$ cat src/rtl/mem_arb_pkg.sv
// mem_arb_pkg: shared types and constants for the memory arbiter slice.
//   arb_state_t        - arbiter FSM state (IDLE / IFETCH / DATA)
//   TIMEOUT_CYCLES_DEF - default wait budget before a granted request is aborted
//   fetch_hit()        - fetch-buffer hit test used for StallMemF
`timescale 1ns/1ps
package mem_arb_pkg;

  typedef enum logic [1:0] {
    ST_IDLE   = 2'd0,
    ST_IFETCH = 2'd1,
    ST_DATA   = 2'd2
  } arb_state_t;

  localparam int TIMEOUT_CYCLES_DEF = 255;

  function automatic logic fetch_hit(input logic valid, input logic [31:0] buf_addr,
                                     input logic [31:0] pc);
    return valid && (buf_addr == pc);
  endfunction

endpackage

$ cat src/rtl/mem_arbiter_if.sv
// mem_arbiter_if: pipeline-side and shared-memory-side signals of the arbiter.
//   Pipeline fetch : PCF in, InstrF / StallMemF out
//   Pipeline data  : MemReqM, MemWriteM, ALUOutM, WriteDataM in; ReadDataM, StallMemM, MemErr out
//   Shared memory  : MemReq, MemWe, MemAddr, MemWData out; MemRData, MemReady in
// Handshake: MemReq is the request valid; it rises with MemWe/MemAddr/MemWData
// already stable and all four hold unchanged until the cycle MemReady=1 is seen
// while MemReq=1 (or the wait budget expires). MemReady is a one-cycle completion
// pulse, MemRData is only meaningful in that cycle, and MemReady with MemReq=0 is
// ignored.
// Modports: slave = arbiter, master = pipeline + memory environment.
`timescale 1ns/1ps
interface mem_arbiter_if;
  logic [31:0] PCF;
  logic [31:0] InstrF;
  logic        StallMemF;
  logic        MemReqM;
  logic        MemWriteM;
  logic [31:0] ALUOutM;
  logic [31:0] WriteDataM;
  logic [31:0] ReadDataM;
  logic        StallMemM;
  logic        MemErr;
  logic        MemReq;
  logic        MemWe;
  logic [31:0] MemAddr;
  logic [31:0] MemWData;
  logic [31:0] MemRData;
  logic        MemReady;

  modport slave (
    input  PCF, MemReqM, MemWriteM, ALUOutM, WriteDataM, MemRData, MemReady,
    output InstrF, StallMemF, ReadDataM, StallMemM, MemErr, MemReq, MemWe, MemAddr, MemWData
  );

  modport master (
    output PCF, MemReqM, MemWriteM, ALUOutM, WriteDataM, MemRData, MemReady,
    input  InstrF, StallMemF, ReadDataM, StallMemM, MemErr, MemReq, MemWe, MemAddr, MemWData
  );
endinterface

$ cat src/rtl/mem_arb_perf.sv
// mem_arb_perf: free-running 32-bit event counters for the arbiter (wrap at 2^32).
//   clk, reset     - clock, asynchronous active-low reset
//   i_fetch_done   - one-cycle pulse per completed fetch transaction
//   i_data_done    - one-cycle pulse per completed data transaction
//   i_stall        - high on every cycle with any pipeline stall
//   o_perf_fetch / o_perf_data / o_perf_stall - counter values
`timescale 1ns/1ps
module mem_arb_perf (
  input  logic        clk,
  input  logic        reset,
  input  logic        i_fetch_done,
  input  logic        i_data_done,
  input  logic        i_stall,
  output logic [31:0] o_perf_fetch,
  output logic [31:0] o_perf_data,
  output logic [31:0] o_perf_stall
);
  logic [31:0] r_fetch, r_data, r_stall;

  always_ff @(posedge clk or negedge reset) begin
    if (!reset) begin
      r_fetch <= 32'd0;
      r_data  <= 32'd0;
      r_stall <= 32'd0;
    end else begin
      if (i_fetch_done) r_fetch <= r_fetch + 32'd1;
      if (i_data_done)  r_data  <= r_data + 32'd1;
      if (i_stall)      r_stall <= r_stall + 32'd1;
    end
  end

  assign o_perf_fetch = r_fetch;
  assign o_perf_data  = r_data;
  assign o_perf_stall = r_stall;
endmodule

$ cat src/rtl/mem_arbiter.sv
// mem_arbiter: shares one memory port between instruction fetch and the
// Memory-stage data access, one transaction outstanding at a time; data wins
// when both want the port.
//   clk, reset   - clock, asynchronous active-low reset
//   bus          - mem_arbiter_if.slave (pipeline and memory signals)
//   o_dbg_state  - current FSM state, for observation only
//   PerfFetch / PerfData / PerfStall - event counters, present only when
//                  MEM_ARB_PERF_EN is defined
// Parameter TIMEOUT_CYCLES: MemReady-low cycles tolerated before an abort.
`timescale 1ns/1ps
module mem_arbiter
  import mem_arb_pkg::*;
#(
  parameter int TIMEOUT_CYCLES = TIMEOUT_CYCLES_DEF
) (
  input  logic          clk,
  input  logic          reset,
  mem_arbiter_if.slave  bus,
  output arb_state_t    o_dbg_state
`ifdef MEM_ARB_PERF_EN
  ,
  output logic [31:0]   PerfFetch,
  output logic [31:0]   PerfData,
  output logic [31:0]   PerfStall
`endif
);

  arb_state_t  r_state, w_next;
  logic        r_fbuf_valid;
  logic [31:0] r_fbuf_addr, r_fbuf_data, r_rdata;
  logic        r_data_done, r_err;
  logic        r_mem_req, r_mem_we;
  logic [31:0] r_mem_addr, r_mem_wdata, r_wait;

  logic        w_fetch_miss, w_data_pend, w_ready, w_timeout, w_done;
  logic        w_grant_data, w_grant_fetch, w_fetch_cmp, w_data_cmp;
  logic [31:0] w_rsp_data;

  assign w_fetch_miss = !fetch_hit(r_fbuf_valid, r_fbuf_addr, bus.PCF);
  assign w_data_pend  = bus.MemReqM && !r_data_done;
  assign w_ready      = r_mem_req && bus.MemReady;
  // Abort on the last budgeted wait cycle so MemReq is high for exactly
  // TIMEOUT_CYCLES cycles.
  assign w_timeout    = r_mem_req && !bus.MemReady && (r_wait == 32'(TIMEOUT_CYCLES - 1));
  assign w_done       = w_ready || w_timeout;
  assign w_rsp_data   = w_ready ? bus.MemRData : 32'd0;
  assign w_fetch_cmp  = w_done && (r_state == ST_IFETCH);
  assign w_data_cmp   = w_done && (r_state == ST_DATA);

  always_comb begin
    w_next        = r_state;
    w_grant_data  = 1'b0;
    w_grant_fetch = 1'b0;
    unique case (r_state)
      ST_IDLE: begin
        if (w_data_pend) begin
          w_next       = ST_DATA;
          w_grant_data = 1'b1;
        end else if (w_fetch_miss) begin
          w_next        = ST_IFETCH;
          w_grant_fetch = 1'b1;
        end
      end
      ST_IFETCH, ST_DATA: begin
        if (w_done) w_next = ST_IDLE;
      end
      default: w_next = ST_IDLE;
    endcase
  end

  always_ff @(posedge clk or negedge reset) begin
    if (!reset) r_state <= ST_IDLE;
    else        r_state <= w_next;
  end

  // Request registers are loaded at grant so the memory sees a fully stable
  // request from the first MemReq cycle, independent of later pipeline changes.
  always_ff @(posedge clk or negedge reset) begin
    if (!reset) begin
      r_mem_req   <= 1'b0;
      r_mem_we    <= 1'b0;
      r_mem_addr  <= 32'd0;
      r_mem_wdata <= 32'd0;
    end else if (w_grant_data) begin
      r_mem_req   <= 1'b1;
      r_mem_we    <= bus.MemWriteM;
      r_mem_addr  <= bus.ALUOutM;
      r_mem_wdata <= bus.WriteDataM;
    end else if (w_grant_fetch) begin
      r_mem_req   <= 1'b1;
      r_mem_we    <= 1'b0;
      r_mem_addr  <= bus.PCF;
      r_mem_wdata <= 32'd0;
    end else if (w_done) begin
      r_mem_req   <= 1'b0;
    end
  end

  always_ff @(posedge clk or negedge reset) begin
    if (!reset)                     r_wait <= 32'd0;
    else if (w_done || !r_mem_req)  r_wait <= 32'd0;
    else if (!bus.MemReady)         r_wait <= r_wait + 32'd1;
  end

  always_ff @(posedge clk or negedge reset) begin
    if (!reset) begin
      r_fbuf_valid <= 1'b0;
      r_fbuf_addr  <= 32'd0;
      r_fbuf_data  <= 32'd0;
      r_rdata      <= 32'd0;
      r_data_done  <= 1'b0;
      r_err        <= 1'b0;
    end else begin
      // The fetch result is filed under the captured address, so a PC that
      // moved on during the fetch simply misses again afterwards.
      if (w_fetch_cmp) begin
        r_fbuf_valid <= 1'b1;
        r_fbuf_addr  <= r_mem_addr;
        r_fbuf_data  <= w_rsp_data;
      end
      if (w_data_cmp && !r_mem_we) r_rdata <= w_rsp_data;
      if (w_timeout) r_err <= 1'b1;
      // Completion outranks the advance-clear so a finished access is never lost.
      if (w_data_cmp)                           r_data_done <= 1'b1;
      else if (!w_fetch_miss && !w_data_pend)   r_data_done <= 1'b0;
    end
  end

  assign bus.InstrF    = r_fbuf_data;
  assign bus.StallMemF = w_fetch_miss;
  assign bus.ReadDataM = r_rdata;
  assign bus.StallMemM = w_data_pend;
  assign bus.MemErr    = r_err;
  assign bus.MemReq    = r_mem_req;
  assign bus.MemWe     = r_mem_we;
  assign bus.MemAddr   = r_mem_addr;
  assign bus.MemWData  = r_mem_wdata;
  assign o_dbg_state   = r_state;

`ifdef MEM_ARB_PERF_EN
  logic w_any_stall;
  assign w_any_stall = w_fetch_miss || w_data_pend;

  mem_arb_perf u_perf (
    .clk          (clk),
    .reset        (reset),
    .i_fetch_done (w_fetch_cmp),
    .i_data_done  (w_data_cmp),
    .i_stall      (w_any_stall),
    .o_perf_fetch (PerfFetch),
    .o_perf_data  (PerfData),
    .o_perf_stall (PerfStall)
  );
`endif

endmodule

$ cat src/flat_wrapper.sv
// flat-port wrapper written by rule: the top's interface ports become plain ports
module mem_arbiter_flat import mem_arb_pkg::*;
#(
  parameter int TIMEOUT_CYCLES = TIMEOUT_CYCLES_DEF
)
  (clk, reset, o_dbg_state, bus_PCF, bus_MemReqM, bus_MemWriteM, bus_ALUOutM, bus_WriteDataM, bus_MemRData, bus_MemReady, bus_InstrF, bus_StallMemF, bus_ReadDataM, bus_StallMemM, bus_MemErr, bus_MemReq, bus_MemWe, bus_MemAddr, bus_MemWData);
  mem_arbiter_if bus_i ();
  input  logic clk;
  input  logic reset;
  output arb_state_t o_dbg_state;
  input wire logic [$bits(bus_i.PCF)-1:0] bus_PCF;
  input wire logic [$bits(bus_i.MemReqM)-1:0] bus_MemReqM;
  input wire logic [$bits(bus_i.MemWriteM)-1:0] bus_MemWriteM;
  input wire logic [$bits(bus_i.ALUOutM)-1:0] bus_ALUOutM;
  input wire logic [$bits(bus_i.WriteDataM)-1:0] bus_WriteDataM;
  input wire logic [$bits(bus_i.MemRData)-1:0] bus_MemRData;
  input wire logic [$bits(bus_i.MemReady)-1:0] bus_MemReady;
  output wire logic [$bits(bus_i.InstrF)-1:0] bus_InstrF;
  output wire logic [$bits(bus_i.StallMemF)-1:0] bus_StallMemF;
  output wire logic [$bits(bus_i.ReadDataM)-1:0] bus_ReadDataM;
  output wire logic [$bits(bus_i.StallMemM)-1:0] bus_StallMemM;
  output wire logic [$bits(bus_i.MemErr)-1:0] bus_MemErr;
  output wire logic [$bits(bus_i.MemReq)-1:0] bus_MemReq;
  output wire logic [$bits(bus_i.MemWe)-1:0] bus_MemWe;
  output wire logic [$bits(bus_i.MemAddr)-1:0] bus_MemAddr;
  output wire logic [$bits(bus_i.MemWData)-1:0] bus_MemWData;
  assign bus_i.PCF = bus_PCF;
  assign bus_i.MemReqM = bus_MemReqM;
  assign bus_i.MemWriteM = bus_MemWriteM;
  assign bus_i.ALUOutM = bus_ALUOutM;
  assign bus_i.WriteDataM = bus_WriteDataM;
  assign bus_i.MemRData = bus_MemRData;
  assign bus_i.MemReady = bus_MemReady;
  assign bus_InstrF = bus_i.InstrF;
  assign bus_StallMemF = bus_i.StallMemF;
  assign bus_ReadDataM = bus_i.ReadDataM;
  assign bus_StallMemM = bus_i.StallMemM;
  assign bus_MemErr = bus_i.MemErr;
  assign bus_MemReq = bus_i.MemReq;
  assign bus_MemWe = bus_i.MemWe;
  assign bus_MemAddr = bus_i.MemAddr;
  assign bus_MemWData = bus_i.MemWData;
  mem_arbiter #(.TIMEOUT_CYCLES(TIMEOUT_CYCLES)) u_core (.clk(clk), .reset(reset), .bus(bus_i), .o_dbg_state(o_dbg_state));
endmodule
$ cat config.mk
export PLATFORM = sky130hd
export DESIGN_NAME = mem_arbiter_flat
export DESIGN_NICKNAME = d
export VERILOG_FILES = /design/src/rtl/mem_arb_pkg.sv /design/src/rtl/mem_arbiter_if.sv /design/src/rtl/mem_arb_perf.sv /design/src/rtl/mem_arbiter.sv /design/src/flat_wrapper.sv
export SDC_FILE = /design/constraint.sdc
export NUM_CORES = 1
export LEC_CHECK = 0
export CAP_MARGIN = 20
export CORE_MARGIN = 5
export CORE_UTILIZATION = 40
export DETAILED_ROUTE_END_ITERATION = 7
export HOLD_SLACK_MARGIN = 0.02
export PLACE_DENSITY = 0.73
export SKIP_CTS_REPAIR_TIMING = 1
export SLEW_MARGIN = 10
export SYNTH_ARGS = -nofsm -noshare
export SYNTH_HDL_FRONTEND = slang
export SYNTH_SLANG_ARGS = --single-unit
$ cat constraint.sdc
create_clock -name clk -period 2.35 [get_ports clk]
set_input_delay 0.3525 -clock clk [delete_from_list [all_inputs] [get_ports clk]]
set_output_delay 0.3525 -clock clk [all_outputs]
set_load 0.03 [all_outputs]
==> impl_metrics.csv, run 1 <==
group,metric,value,unit
run_status,status,"finished, final reports clean",
cts,clk_pin_slew,70,ps
sta,fin_crit_sh,98.5,%
yosys,synth_xor_area_share,5.73,%
layout,fin_cells,1292,
global_route,antenna_found_initial,1,
cts,cts_buffers,17,
power,power_frac_seq,33.1,%
worst_setup_path,required,2000,ps
placed_design,placed_area,11800,um2
worst_setup_path,worstPathArrival,1960,ps
sta,worstMarginPinSlew,565,ps
worst_setup_path,start_kind,"input pin",
yosys,synthAdderAreaFrac,0.730,%
sta,hold_violations,0,
global_route,grt_max_degree,66,
flow_run,drv_cap,0,
power,power.switching,0.00689,W
layout,fin_area,12600,um2
worst_setup_path,crit_fanout,3,
yosys,syn_nets,850,
layout,final_common_cell,"clkdlybuf4s50_1",
yosys,synth_seq_cells,199,
global_route,grt_pass1_wl,37800,um
global_route,grt_overflow_total,0,
drt,drc_errors,0,
yosys,yosys_warnings,0,
layout,area_growth,47.6,%
drt,first_pass_iters,5,
yosys,syn-mean-instance-area,12.0,um2
layout,fillers,1706,
yosys,synthSimpleGateAreaFrac,10.8,%
drt,drtAntennaViolNets,0,
layout,most-common-layout-cells,"265 x clkdlybuf4s50_1, 199 x dfrtp_1, 102 x nor2_1",
cts,cts-root-buf,"clkbuf_16",
layout,final_nets,1142,
sta,slew_violations,0,
sta,fin_ws,35.8,ps
yosys,synthArstFlopShare,100,%
floorplan,num_rows,53,
worst_setup_path,path_class,"input pin to output pin",
sta,clock_skew,12.5,ps
power,p_clk_share,17.3,%
power,vdd.ir_drop.worst,0.608,mV
yosys,synthMuxAreaShare,4.95,%
cts,clock_latency,430,ps
drt,totalWireLength,24500,um
power,p_leak,5.53,nW
yosys,ys_seq_area_share,58.1,%
drt,wl_per_cell,19.0,um
cts,clock-sinks,199,
floorplan,io-pin-count,268,
sta,post-route-min-period,2310,ps
floorplan,die_w,156,um
power,finalPower,0.0173,W
power,p_int,0.0105,W
cts,cts_tree,"yes",
layout,drive_gt1_share,16.0,%
worst_setup_path,end_kind,"output pin",
yosys,synth_compound_area_share,16.9,%
placed_design,hpwlAfterDp,17600,um
sta,max_slew_margin,62.4,%
placed_design,port_buffers,267,
yosys,synth_area,8560,um2
yosys,synth_ff_type,"dfrtp_1",
worst_hold_path,min_path_type,"register to register",
drt,via_per_inst,5.31,
sta,setup_violations,0,
floorplan,die_y,156,um
power,power_switching_share,39.7,%
sta,hold_ws,481,ps
global_route,first_global_vias,7038,
placed_design,routabilityCongestion,0.789,
drt,vias,6857,
placed_design,dpl.cell_count,1255,
yosys,synth-edff-count,0,
cts,h-tree-depth,4,
yosys,synth_top_family_by_area,"compound AO/OA/AOI/OAI gates",
cts,clockBufferDepth,2,
yosys,synth_cell_types,38,
floorplan,die_area,24400,um2
floorplan,start_util,40.7,%
drt,dr.first_iter.drc_count,424,
yosys,netlist_instances,712,
floorplan,fp.coreArea,21000,um2
power,power.density,1370,nW/um2
power,combPwrFrac,49.6,%
placed_design,post-place-ws,-203,ps
global_route,grtUsageTotal,19.4,%
sta,rsz0062_at_grt,"yes",
sta,fmax,0.432,GHz
power groups by stage:
| stage | Combinational (W) | Sequential, W | Clock (W) |
|---|---|---|---|
| 2_1_floorplan | 0.00312 | 0.00756 | 0 |
| 3_3_place_gp | 0.00836 | 0.00573 | 0 |
| 3_5_place_dp | 0.00849 | 0.00574 | 0 |
| 4_1_cts | 0.00851 | 0.00573 | 0.00307 |
| 5_1_grt | 0.00912 | 0.00594 | 0.00319 |
| 6_report | 0.00860 | 0.00574 | 0.00300 |
kinds of logic (layout without fill, tap and decap cells):
kind of cell,count (synthesis),after routing
AOI/OAI and AO/OA,173,173
xor gates and xnor gates,56,56
adders and majority gates,5,5
buffers and inverters,54,358
DFF,199,199
muxes,32,32
other,0,1
and+or+nand+nor,193,193
worst max-delay path, cell delays in order:
cell	delay [ps]
clkdlybuf4s50_1	530
xnor2_1	160
nand4_1	200
nor4_4	340
buf_4	180
nand3_4	60
buf_6	140
flip-flops by register name, summed over array words and instances (netlist names):
register and cells:
u_core.bus.InstrF 32, u_core.bus.MemAddr 32, u_core.bus.MemWData 32, u_core.bus.ReadDataM 32, u_core.r_fbuf_addr 32, u_core.r_wait 32
u_core.o_dbg_state 2, u_core.bus.MemErr 1, u_core.bus.MemReq 1, u_core.bus.MemWe 1, u_core.r_data_done 1, u_core.r_fbuf_valid 1
cell type report:
class | count | area [um2] | area share [%]
inverter | 10 | 37.5 | 0.297
timing repair buffer | 317 | 3210 | 25.4
clock inverter | 12 | 163 | 1.29
clock buffer | 19 | 443 | 3.50
multi-input combinational | 459 | 3460 | 27.4
sequential | 199 | 4980 | 39.4
antenna | 1 | 2.50 | 0.0198
tap | 275 | 344 | 2.72
stage by stage:
stage / setup TNS [ps] / utilization, %
floorplan: 0 / -
global placement: -17080 / 56.3
detailed placement: -20120 / 56.3
CTS: -304 / 59.2
global route: -39.2 / 60.2
finish: 0 / 60.2
final timing paths:
check	startpoint	end	slack, ps	depth (start not counted)
hold / removal	u_core.bus.MemErr$_DFFE_PN0P_	u_core.bus.MemErr$_DFFE_PN0P_	480	1
setup reg to reg	u_core.r_wait[0]$_DFFE_PN0P_	u_core.r_fbuf_addr[28]$_DFFE_PN0P_	100	9
setup / recovery	bus_PCF[3]	bus_StallMemF	40	7
max in group asynchronous	reset	u_core.bus.MemAddr[30]$_DFFE_PN0P_	1110	3
min in group asynchronous	reset	u_core.bus.MemAddr[23]$_DFFE_PN0P_	490	2
hold reg to reg	u_core.bus.MemErr$_DFFE_PN0P_	u_core.bus.MemErr$_DFFE_PN0P_	480	1
synthesized netlist by cell type (all sizes together) (13+ instances only):
| library cell | number | area share [%] |
|---|---|---|
| a21oi | 35 | 2.0 |
| a22o | 99 | 10 |
| buf | 13 | 0.93 |
| clkbuf | 31 | 1.4 |
| dfrtp | 199 | 58 |
| mux2 | 32 | 5.0 |
| nand2 | 15 | 0.69 |
| nand3 | 20 | 1.2 |
| nand4 | 16 | 1.2 |
| nor2 | 104 | 4.6 |
| o221a | 31 | 4.1 |
| xnor2 | 33 | 3.4 |
| xor2 | 23 | 2.4 |
routing by layer:
layer | part of all wire, % | vias up | global-route usage [%] | routed length, um
li1 | - | 3192 | - | -
met1 | 43 | 3395 | 26.2 | 10600
met2 | 48 | 238 | 31.4 | 11800
met3 | 7.0 | 32 | 4.98 | 1710
met4 | 1.9 | 0 | 5.25 | 469
met5 | 0 | - | 0 | 0
No activity file was read; power rests on OpenSTA's default activity.
==> run 2: changes to the inputs <==
--- a/config.mk
+++ b/config.mk
@@ -6,10 +6,10 @@
 export NUM_CORES = 1
 export LEC_CHECK = 0
 export CAP_MARGIN = 20
-export CORE_MARGIN = 5
+export CORE_MARGIN = 2
 export CORE_UTILIZATION = 40
 export DETAILED_ROUTE_END_ITERATION = 7
-export HOLD_SLACK_MARGIN = 0.02
+export HOLD_SLACK_MARGIN = 0.06
 export PLACE_DENSITY = 0.73
 export SKIP_CTS_REPAIR_TIMING = 1
 export SLEW_MARGIN = 10
==> run 2 against run 1 <==
Net effect:
- the run now ends with negative setup slack left
- sequential share of layout area is essentially flat
- routed wire length shrank 2.8%
- setup slack lost 170 ps
- first-iteration DRC count fell by 5.0%
- cell count is 0.23% higher
- global-route usage increased by 0.95 points
- fmax decreased by 6.8%
- count of clock-buffer cells in the layout fell by 1
- clock power is 4% lower
- utilization up 0.059 points
- flip-flop and latch count unchanged
- critical path type is now register to output pin
- largest power group unchanged
- highest routed layer unchanged
==> impl_metrics.csv, run 2 (synthesis gave the netlist of run 1 again) <==
group,metric,value,unit
flow_run,drv_cap,0,
sta,fin_crit_sh,106,%
floorplan,fp.coreArea,21000,um2
layout,antenna_cells,0,
cts,cts-root-buf,"clkbuf_16",
drt,drc_errors,0,
worst_setup_path,worstPathCellList,"nor2b_4, a2111o_1, nor4_4, buf_4, nand3_4, buf_6",
power,vdd.ir_drop.worst,0.581,mV
worst_setup_path,critPathBufInv,2,
drt,dr.first_iter.drc_count,403,
layout,fillers,1737,
power,p_leak,5.53,nW
global_route,grt_pass1_wl,36100,um
sta,max_slew_margin,64.3,%
layout,most-common-layout-cells,"265 x clkdlybuf4s50_1, 199 x dfrtp_1, 102 x nor2_1",
global_route,globalRoute.busiestLayer,"met2",
floorplan,die_y,150,um
drt,wl_per_cell,18.4,um
run_status,violations,"negative setup slack",
sta,clock_skew,14.2,ps
global_route,met1_usage,27.9,%
sta,tns,-134,ps
global_route,antenna_found_initial,0,
sta,post-route-min-period,2480,ps
placed_design,port_buffers,267,
cts,clock-sinks,199,
sta,worstMarginPinSlew,535,ps
global_route,grtUsageTotal,20.4,%
worst_setup_path,cpPeakStageDelay,420,ps
floorplan,num_rows,53,
floorplan,die_w,150,um
drt,drtAntennaViolNets,0,
worst_setup_path,cp_slowest_cell,"a2111o_1",
worst_setup_path,ff2ff_setup_slack,60,ps
drt,totalWireLength,23800,um
worst_setup_path,required,2000,ps
global_route,first_global_vias,6833,
worst_setup_path,cp_top_family,"simple AND/OR/NAND/NOR gates",
layout,final_common_cell,"clkdlybuf4s50_1",
layout,drive_gt1_share,16.1,%
global_route,grt_max_degree,67,
worst_setup_path,crit_fanout,3,
layout,finish.utilization,60.2,%
sta,rsz0062_at_grt,"yes",
sta,setup_violations,1,
power,power.density,1370,nW/um2
worst_setup_path,path_class,"register to output pin",
sta,hold_violations,0,
worst_setup_path,worstPathArrival,2130,ps
floorplan,io-pin-count,268,
sta,slew_violations,0,
placed_design,hpwlAfterDp,16300,um
placed_design,post-place-ws,-399,ps
floorplan,start_util,40.7,%
worst_setup_path,start_kind,"register",
global_route,grt_overflow_total,0,
placed_design,dpl.cell_count,1254,
cts,cts_tree,"yes",
floorplan,die_area,22600,um2
cts,clk_pin_slew,80,ps
drt,vias,6907,
placed_design,routabilityCongestion,0.791,
run_status,status,"finished, violations left",
sta,fin_ws,-134,ps
drt,via_per_inst,5.33,
drt,first_pass_iters,4,
cts,cts_buffers,17,
global_route,use_met3,5.15,%
cts,h-tree-depth,4,
layout,fin_cells,1295,
worst_setup_path,end_kind,"output pin",
cts,clockBufferDepth,2,
layout,final_nets,1145,
sta,fmax,0.403,GHz
global_route,grtUsageMet2,32.3,%
cts,clock_latency,440,ps
worst_hold_path,min_path_type,"input pin to asynchronous set/reset pin",
layout,area_growth,47.8,%
==> run 2: cell types whose count changed in the layout (fill, tap and decap cells not counted), moves of 2 or more <==
cell,delta
buf_6,+2
xnor2_1,+3
clkinv_4,+2
xnor2_2,-3
buf_12,+2
==> run 2: report_power, final <==
group / switching [W] / internal (W)
logic: 0.00454 / 0.00414
registers: 0.000982 / 0.00474
clock network: 0.00137 / 0.00151
==> run 2: worst paths after layout <==
check	from	endpoint	depth (start not counted)
max in group asynchronous	reset	u_core.bus.MemWData[2]$_DFFE_PN0P_	3
min in group clk	u_core.bus.MemErr$_DFFE_PN0P_	u_core.bus.MemErr$_DFFE_PN0P_	1
hold / removal	reset	u_core.bus.MemAddr[23]$_DFFE_PN0P_	2
hold reg to reg	u_core.bus.MemErr$_DFFE_PN0P_	u_core.bus.MemErr$_DFFE_PN0P_	1
setup reg to reg	u_core.r_fbuf_addr[17]$_DFFE_PN0P_	u_core.bus.MemAddr[7]$_DFFE_PN0P_	9
setup / recovery	u_core.r_fbuf_addr[17]$_DFFE_PN0P_	bus_StallMemF	6
==> run 2: area by class of cell <==
class / count / area, um2 / share of cell area (%)
timing repair buffer: 320 / 3270 / 25.8
multi-input combinational: 459 / 3440 / 27.2
sequential: 199 / 4980 / 39.3
inverter: 10 / 37.5 / 0.297
tap: 275 / 344 / 2.72
clock buffer: 18 / 429 / 3.39
clock inverter: 14 / 161 / 1.28
==> run 2: per-stage QoR <==
step | total power, W | hold slack, ps | instance area (um2)
global placement | 0.0141 | 277 | 11900
detailed placement | 0.0142 | 272 | 11900
finish | 0.0173 | 376 | 12700
global route | 0.0182 | 390 | 12700
CTS | 0.0172 | -197 | 12400
floorplan | 0.0107 | 56.9 | 8560
==> run 2: worst register-to-register path: stages (launching register included) <==
cell	delay, ps
dfrtp_1	400
nor2b_4	130
a2111o_1	420
nor4_4	350
buf_4	190
buf_4	110
a21oi_1	70
nor2_2	160
buf_12	200
o221a_2	210
==> run 2: metal layers <==
metal / part of all wire [%] / wire length (um)
met4: 1.5 / 362
met3: 6.7 / 1590
met5: 0 / 0
met1: 44 / 10400
met2: 48 / 11400
